File: config.mk
export PLATFORM = sky130hd
export DESIGN_NAME = dsp_mac_sequencer
export DESIGN_NICKNAME = d
export VERILOG_FILES = /design/src/rtl/dsp_mac_sequencer.sv
export SDC_FILE = /design/constraint.sdc
export NUM_CORES = 1
export LEC_CHECK = 0
export CELL_PAD_IN_SITES_DETAIL_PLACEMENT = 0
export CELL_PAD_IN_SITES_GLOBAL_PLACEMENT = 1
export CORE_MARGIN = 1.5
export CORE_UTILIZATION = 32
export CTS_CLUSTER_SIZE = 28
export DETAILED_ROUTE_END_ITERATION = 8
export GPL_TIMING_DRIVEN = 1
export PLACE_DENSITY_LB_ADDON = 0.1
export SKIP_LAST_GASP = 1
export SYNTH_ARGS = -nofsm -noshare
export SYNTH_HDL_FRONTEND = slang
export SYNTH_SLANG_ARGS = --single-unit
File: constraint.sdc
create_clock -name i_clk -period 5.7 [get_ports i_clk]
set_input_delay 1.14 -clock i_clk [delete_from_list [all_inputs] [get_ports i_clk]]
set_output_delay 1.14 -clock i_clk [all_outputs]
set_load 0.01 [all_outputs]
File: src/rtl/dsp_mac_sequencer.sv
// Streaming multiply-accumulate controller for a DSP slice configured with
// AREG=BREG=MREG=PREG=1 and registered control inputs. Accepts signed (a, b)
// pairs grouped into vectors by a last flag, sequences the slice operand,
// OPMODE and clock-enable pins, and returns each vector's dot product.
module dsp_mac_sequencer #(
    parameter int CNT_W = 16
) (
    input  logic             i_clk,
    input  logic             i_rst,
    input  logic             i_s_valid,
    output logic             o_s_ready,
    input  logic [24:0]      i_s_a,
    input  logic [17:0]      i_s_b,
    input  logic             i_s_last,
    output logic             o_m_valid,
    input  logic             i_m_ready,
    output logic [47:0]      o_m_data,
    output logic [CNT_W-1:0] o_m_count,
    output logic [29:0]      o_dsp_a,
    output logic [17:0]      o_dsp_b,
    output logic [6:0]       o_dsp_opmode,
    output logic [3:0]       o_dsp_alumode,
    output logic [4:0]       o_dsp_inmode,
    output logic [2:0]       o_dsp_carryinsel,
    output logic             o_dsp_cea2,
    output logic             o_dsp_ceb2,
    output logic             o_dsp_cem,
    output logic             o_dsp_cectrl,
    output logic             o_dsp_cep,
    input  logic [47:0]      i_dsp_p
);

    typedef enum logic [1:0] {
        IDLE  = 2'd0,
        ACCUM = 2'd1,
        DRAIN = 2'd2,
        DONE  = 2'd3
    } state_t;

    // X=M, Y=M, Z=0 starts a new sum; Z=P continues it
    localparam logic [6:0] OPMODE_FIRST = 7'h05;
    localparam logic [6:0] OPMODE_ACC   = 7'h25;

    state_t           r_state;
    state_t           w_next_state;
    logic             w_s_ready;
    logic             w_drain_load;
    logic             w_capture;
    logic             w_xfer;
    logic             w_first;
    logic [1:0]       r_drain_cnt;
    logic [CNT_W-1:0] r_samples;
    logic [47:0]      r_m_data;
    logic [CNT_W-1:0] r_m_count;
    logic [29:0]      r_dsp_a;
    logic [17:0]      r_dsp_b;
    logic [6:0]       r_op_s1;
    logic [6:0]       r_dsp_opmode;
    logic [2:0]       r_vld;

    // Ready is forced low while reset is held so nothing transfers in that cycle
    assign o_s_ready = w_s_ready & ~i_rst;
    assign w_xfer    = i_s_valid & o_s_ready;
    // The only sample accepted in IDLE is the first one of its vector
    assign w_first   = (r_state == IDLE);

    // State register
    always_ff @(posedge i_clk) begin
        if (i_rst) begin
            r_state <= IDLE;
        end else begin
            r_state <= w_next_state;
        end
    end

    // Next-state decode plus the drain-load and result-capture strobes
    always_comb begin
        w_next_state = r_state;
        w_s_ready    = 1'b0;
        w_drain_load = 1'b0;
        w_capture    = 1'b0;
        case (r_state)
            IDLE: begin
                w_s_ready = 1'b1;
                if (i_s_valid) begin
                    if (i_s_last) begin
                        w_next_state = DRAIN;
                        w_drain_load = 1'b1;
                    end else begin
                        w_next_state = ACCUM;
                    end
                end
            end
            ACCUM: begin
                w_s_ready = 1'b1;
                if (i_s_valid && i_s_last) begin
                    w_next_state = DRAIN;
                    w_drain_load = 1'b1;
                end
            end
            DRAIN: begin
                if (r_drain_cnt == 2'd0) begin
                    w_next_state = DONE;
                    w_capture    = 1'b1;
                end
            end
            DONE: begin
                if (i_m_ready) begin
                    w_next_state = IDLE;
                end
            end
            default: w_next_state = IDLE;
        endcase
    end

    // Drain countdown covers the slice latency from the last sample to P
    always_ff @(posedge i_clk) begin
        if (i_rst) begin
            r_drain_cnt <= 2'd0;
        end else if (w_drain_load) begin
            r_drain_cnt <= 2'd3;
        end else if (r_state == DRAIN && r_drain_cnt != 2'd0) begin
            r_drain_cnt <= r_drain_cnt - 2'd1;
        end
    end

    // Per-vector sample counter, restarting at 1 and saturating at all-ones
    always_ff @(posedge i_clk) begin
        if (i_rst) begin
            r_samples <= '0;
        end else if (w_xfer) begin
            if (w_first) begin
                r_samples <= CNT_W'(1);
            end else if (r_samples != {CNT_W{1'b1}}) begin
                r_samples <= r_samples + CNT_W'(1);
            end
        end
    end

    // Result capture once P holds the final accumulation; holds until the next capture
    always_ff @(posedge i_clk) begin
        if (i_rst) begin
            r_m_data  <= '0;
            r_m_count <= '0;
        end else if (w_capture) begin
            r_m_data  <= i_dsp_p;
            r_m_count <= r_samples;
        end
    end

    // Operand/OPMODE pipeline with a valid shift register that paces the stage enables
    always_ff @(posedge i_clk) begin
        if (i_rst) begin
            r_dsp_a      <= '0;
            r_dsp_b      <= '0;
            r_op_s1      <= '0;
            r_dsp_opmode <= '0;
            r_vld        <= '0;
        end else begin
            r_vld <= {r_vld[1:0], w_xfer};
            if (w_xfer) begin
                r_dsp_a <= {{5{i_s_a[24]}}, i_s_a};
                r_dsp_b <= i_s_b;
                r_op_s1 <= w_first ? OPMODE_FIRST : OPMODE_ACC;
            end
            if (r_vld[0]) begin
                r_dsp_opmode <= r_op_s1;
            end
        end
    end

    assign o_m_valid        = (r_state == DONE);
    assign o_m_data         = r_m_data;
    assign o_m_count        = r_m_count;
    assign o_dsp_a          = r_dsp_a;
    assign o_dsp_b          = r_dsp_b;
    assign o_dsp_opmode     = r_dsp_opmode;
    assign o_dsp_alumode    = 4'b0000;
    assign o_dsp_inmode     = 5'b00000;
    assign o_dsp_carryinsel = 3'b000;
    // Enables are masked during reset so a reset right after a transfer leaves the slice untouched
    assign o_dsp_cea2       = r_vld[0] & ~i_rst;
    assign o_dsp_ceb2       = r_vld[0] & ~i_rst;
    assign o_dsp_cem        = r_vld[1] & ~i_rst;
    assign o_dsp_cectrl     = r_vld[1] & ~i_rst;
    assign o_dsp_cep        = r_vld[2] & ~i_rst;

endmodule

# == Word level (Yosys, flattened, before mapping) ==
# Index checks and enable logic that the tools add are counted.
# totals
register_bits,144
latch_bits,0
mem_bits_rw,0
rom_bits,0
inputBits,96
output_inout_bits,138
wordCells,54
n_memories,0
# op_classes
add_sub_neg,2
n_mul,0
div_mod_pow,0
order_cmp,0
eq_ne,8
n_shift,0
muxes,18
bitwise_logic,6
n_reduce_logical,10
# op_table
operator,n
two-way mux 16 bit,2
"adder 16 x 1 -> 16 bit, second input constant",1
"inequality test 16 bit, second input constant",1
two-way mux 2 bit,7
one-hot mux 2 bit (4 select lines),1
two-way mux 1 bit,6
two-way mux 6 bit,1
"inequality test 2 bit, second input constant",3
nonzero test 2 bit,3
bitwise AND 1 bit,5
"equality test 2 bit, second input constant",2
zero test 2 bit,2
AND reduction 4 bit,1
"equality test 2 x 1 -> 1 bit, second input constant",1
logical AND 1 bit,2
"inequality test 2 x 1 -> 1 bit, second input constant",1
one-hot mux 1 bit (2 select lines),1
AND reduction 2 bit,1
OR reduction 2 bit,1
"subtractor 2 x 1 -> 2 bit, second input constant",1
NOT 1 bit,1

# == Depth between registers and ports, before layout ==
# depth
depth_word,6
depth_mapped,9
depth_no_buf,7

# == Worst setup path before layout ==
# No wires, ideal clock.
# synth_timing
path_kind,input -> output
start,in i_rst
end,out o_dsp_ceb2
t_arrival_ns,1.853
required_ns,4.560
setup_slack_ns,2.707
cell_stages,4
n_path_buf,3
cell_sequence,buf_6 clkbuf_1 nor2b_1 buf_4
# synth_between
elab_chain_len,2
# synth_rtl
item,line,rtl
start: declaration,9,"input logic i_rst,"
NOT 1 bit,n/a,
bitwise AND 1 bit,n/a,
end: declaration,26,"output logic o_dsp_ceb2,"
# No other way between the ends.

# == Final worst setup path ==
# layout_timing
start,in i_rst
end,out o_dsp_cea2
# layout_between
elab_chain_len,2
# layout_rtl
item,line,rtl
NOT 1 bit,182,assign o_dsp_cea2 = r_vld[0] & ~i_rst;
bitwise AND 1 bit,182,
end: declaration,25,"output logic o_dsp_cea2,"
# No other way between the ends.

==> summary by stage <==
Placement
The global placement routability congestion is 0.772. OpenSTA, run right after detailed placement, puts the worst setup slack at between 2000 and 2500 ps. The number of port buffers is approximately 220. The number of instances in the placed design is 1043. After detailed placement, the total cell area comes to 7420 um2. Detailed placement finished with a half-perimeter wire length of 10.5 mm.

Layout
In the final layout, the share of cells above drive strength 1 is 0.0559. The area taken by multi-input logic gates is 2240 um2. Compared with the post-synthesis result, the final layout area differs by 53.5%. Registers take 2680 um2. The non-filler instance count after layout is 1075. The number of antenna diodes in the final layout is 0. The fill cell instance count of the final layout is 1535. The post-route standard cell area excluding fillers is 8070 um2.

The number of nets in the final layout is 949. The core occupancy in the finished layout is 0.506.

Critical path
The worst setup path is captured at an output port. The worst register-to-register path has a depth of 7. The critical setup path kind is input pin to output port. For this run, the slowest stage of the critical path takes slightly below 600 ps.

STA classifies the critical path startpoint as an input pin. The number of buffer and inverter stages on the critical path is 3. Walking the worst path, the cells encountered are buf_2, buf_4, nor2b_1, clkdlybuf4s50_1. The endpoint of the most critical register-to-register path is r_samples[14]. The maximum fanout along the worst path is 29. The critical path arrival is 2470 ps. The reg2reg setup slack is approximately 2700 ps. The worst flop-to-flop path startpoint is r_state[1]. The family of cells with the greatest summed delay on the critical path is buffers and inverters. The cell type of the slowest stage on the worst timing path is clkdlybuf4s50_1. For the worst setup path, the data required time is 4560 ps.

Clock tree
TritonCTS built the clock tree. Gates resized during post-CTS repair numbered 0. The count of clock tree sinks is 134.

The buffers inserted during post-CTS setup optimization is 0. In this run the clock root is driven by a clkbuf_16. Clock-pin slew was measured on the worst setup and hold paths at 60 ps. The number of buffers inserted during clock tree synthesis is 17.

The H-tree depth is 4. The number of hold buffers added after CTS is 0. The clock passes through at most 2 buffers.

For the worst-skew pair, the clock arrives at the later sink with an insertion delay of 420 ps.

Timing
The number of failing hold endpoints at the final stage is 0. Final hold analysis gives a worst-case slack of 452 ps. The number of failing setup endpoints in the final timing report is 0.

For the pin with the worst max-slew slack, the measured transition is 1230 ps. Of the available clock period, the critical path in the final layout requires 0.633. Measured against its own limit, the worst slew margin works out to 0.180. The total negative slack for setup checks is 0 ps. The final period demand of the worst path is 3610 ps. The maximum operating frequency is 277 MHz.

In the post-route analysis, the smallest setup slack over all paths is between 2000 and 2500 ps. The total count of max-transition violations in the final report came to 0. Setup repair after global routing left no endpoint under its margin. The clock arrives with 3.72 ps of skew.

GRT
Entering global routing, the biggest net connects 65 pins. The global-route wire length before repair is between 20 and 25 mm. The number of antenna violations at the first check in global routing was 0. After global routing the overflow that remains totals 0. Across every metal layer, demand over resource in global routing totals 0.180.

The via count of the first global-routing pass is 4788.

Floorplanning
The number of core rows is 46. 234 I/O pins were placed. The initial core utilization is 0.330.

The die is 131 um wide. The region available for standard cell placement spans between 15000 and 20000 um2. The die covers 17200 um2. The height of the die is 131 um.

Yosys
Of the post-synthesis cell area, the dominant cell type holds 0.510. The total number of yosys warnings is 0. By area the synthesized netlist is led by dfxtp_1, nand2_1, a21oi_1. The dominant register cell in the synthesized netlist is dfxtp_1. The number of synthesized register bits is 134.

The synthesized netlist contains 48 unique library cells. The post-synthesis instance area is 5260 um2. Averaged over all synthesized cells, the footprint is 8.00 um2. The most area-hungry cell type in the Yosys netlist is dfxtp_1. Counting every instance in the synthesized netlist gives 657. The fraction of registers with async set or reset after synthesis is 0. The share of the Yosys chip area taken by registers is 0.510. The synthesized design contains 0 enable-type register cells.

Drt
The remaining antenna violation count is 0. In the final routed layout, each cell accounts on average for 14.1 um. After detailed routing, the number of remaining DRC violations is 0. The final layout contains routed wiring with a total length of 15.2 mm. The count of routing violations after the opening detailed-route iteration is 229. The via count normalized by instance count is 4.61.

Summing over every cut layer, the via total after detailed routing is just under 5000. The first-pass iteration count of the detailed router is 4.

Power
Summed over all cells, the static leakage comes to 3.15 nW. The completed layout was analyzed and its total power is 3.39 mW. The highest ir drop seen on vdd is ~0.25 mV.

The cell area power density is 421 nW/um2.

Job
The count of max-cap constraint violations is 0.

Outcome
The run finished with clean final reports.

Worst hold path
The worst hold path terminates at o_dsp_b[2]. The count of cells along the worst hold path is 2. The kind of path behind the tightest hold check is flip-flop to flip-flop. In this run the most critical hold path is launched from o_dsp_b[2].
## flip-flops by register name, indices dropped and copies added, names as in the netlist
register / flops
o_m_count: 16
r_op_s1: 2
o_dsp_a: 25
o_dsp_opmode: 2
r_samples: 16
r_vld: 3
o_m_data: 48
o_dsp_b: 18
r_drain_cnt: 2
r_state: 2
## kinds of logic after synthesis
logic type | after synthesis | share of synthesized area
and+or+nand+nor | 325 | 0.263
DFF | 134 | 0.510
buffers and inverters | 75 | 0.0757
xor gates and xnor gates | 1 | 0.00167
other | 1 | 0.000713
AOI/OAI and AO/OA | 108 | 0.121
muxes | 6 | 0.0117
adders and majority gates | 7 | 0.0167
## power breakdown
group	leakage (nW)	switching, mW	internal [mW]
combinational	1.75	0.525	0.479
sequential	1.09	0.0945	1.11
clock	0.312	0.408	0.779
total	3.15	1.03	2.37
## worst max path at each step
| stage | from | end | slack, ps | depth (start not counted) |
|---|---|---|---|---|
| CTS | i_rst | o_dsp_cea2 | 2090 | 4 |
| global placement | i_s_valid | r_samples[14] | 2070 | 5 |
| detailed placement | i_s_valid | r_samples[14] | 2030 | 5 |
| global route | i_rst | o_dsp_cea2 | 2030 | 4 |
| finish | i_rst | o_dsp_cea2 | 2090 | 4 |
| floorplan | i_rst | o_dsp_ceb2 | 2710 | 4 |
## synthesized netlist by cell type (2+ instances only)
master	instances
nand2_1	225
dfxtp_1	134
a21oi_1	74
nand3_1	50
clkbuf_1	26
buf_4	25
nor2_1	16
inv_1	9
nor3_1	8
o21ai_0	8
ha_1	7
and3_1	6
buf_1	6
buf_2	6
nor2b_1	6
mux2i_1	5
a22o_1	4
nand4_1	4
a211o_1	3
a21o_1	3
a211oi_1	2
a31oi_1	2
a41oi_1	2
buf_6	2
## placed cells by master, fill, tap and decap left out, drive strengths merged, types with 2 or more instances in the layout
cell	synthesis	final
inv	10	11
conb	1	16
buf	39	4
a211oi	3	3
clkinv	0	3
mux2i	5	5
a22o	4	4
a21oi	74	74
and3	6	6
nor3	10	10
o21ai	8	8
nand3	51	51
nand4	4	4
nor2b	6	6
nor2	17	17
clkbuf	26	21
a211o	3	3
ha	7	7
nand2	226	226
bufinv	0	4
a31oi	2	2
a41oi	2	2
clkinvlp	0	3
a21o	3	3
clkdlybuf4s50	0	216
dfxtp	134	134
## routing by layer
metal | vias to the layer above | wire, um | GRT usage
met5 | - | 0 | 0
li1 | 2516 | - | -
met4 | 0 | 382 | 0.0762
met1 | 2196 | 6630 | 0.219
met2 | 215 | 6800 | 0.282
met3 | 28 | 1370 | 0.0725
## final cells by class
| type | count | share of cell area |
|---|---|---|
| Clock buffer | 21 | 0.0596 |
| Tap cell | 216 | 0.0335 |
| Inverter | 10 | 0.00465 |
| Clock inverter | 11 | 0.0211 |
| Multi-Input combinational cell | 463 | 0.277 |
| Sequential cell | 134 | 0.333 |
| Timing Repair Buffer | 220 | 0.271 |
## worst register-to-register path, delay by kind of cell (launching register included)
| kind | cells | cell delay (ps) |
|---|---|---|
| adders and majority gates | 1 | 470 |
| DFF | 1 | 350 |
| AOI/OAI and AO/OA | 2 | 420 |
| and+or+nand+nor | 2 | 710 |
| buffers and inverters | 2 | 960 |
Power figures use the tool's default switching activity.
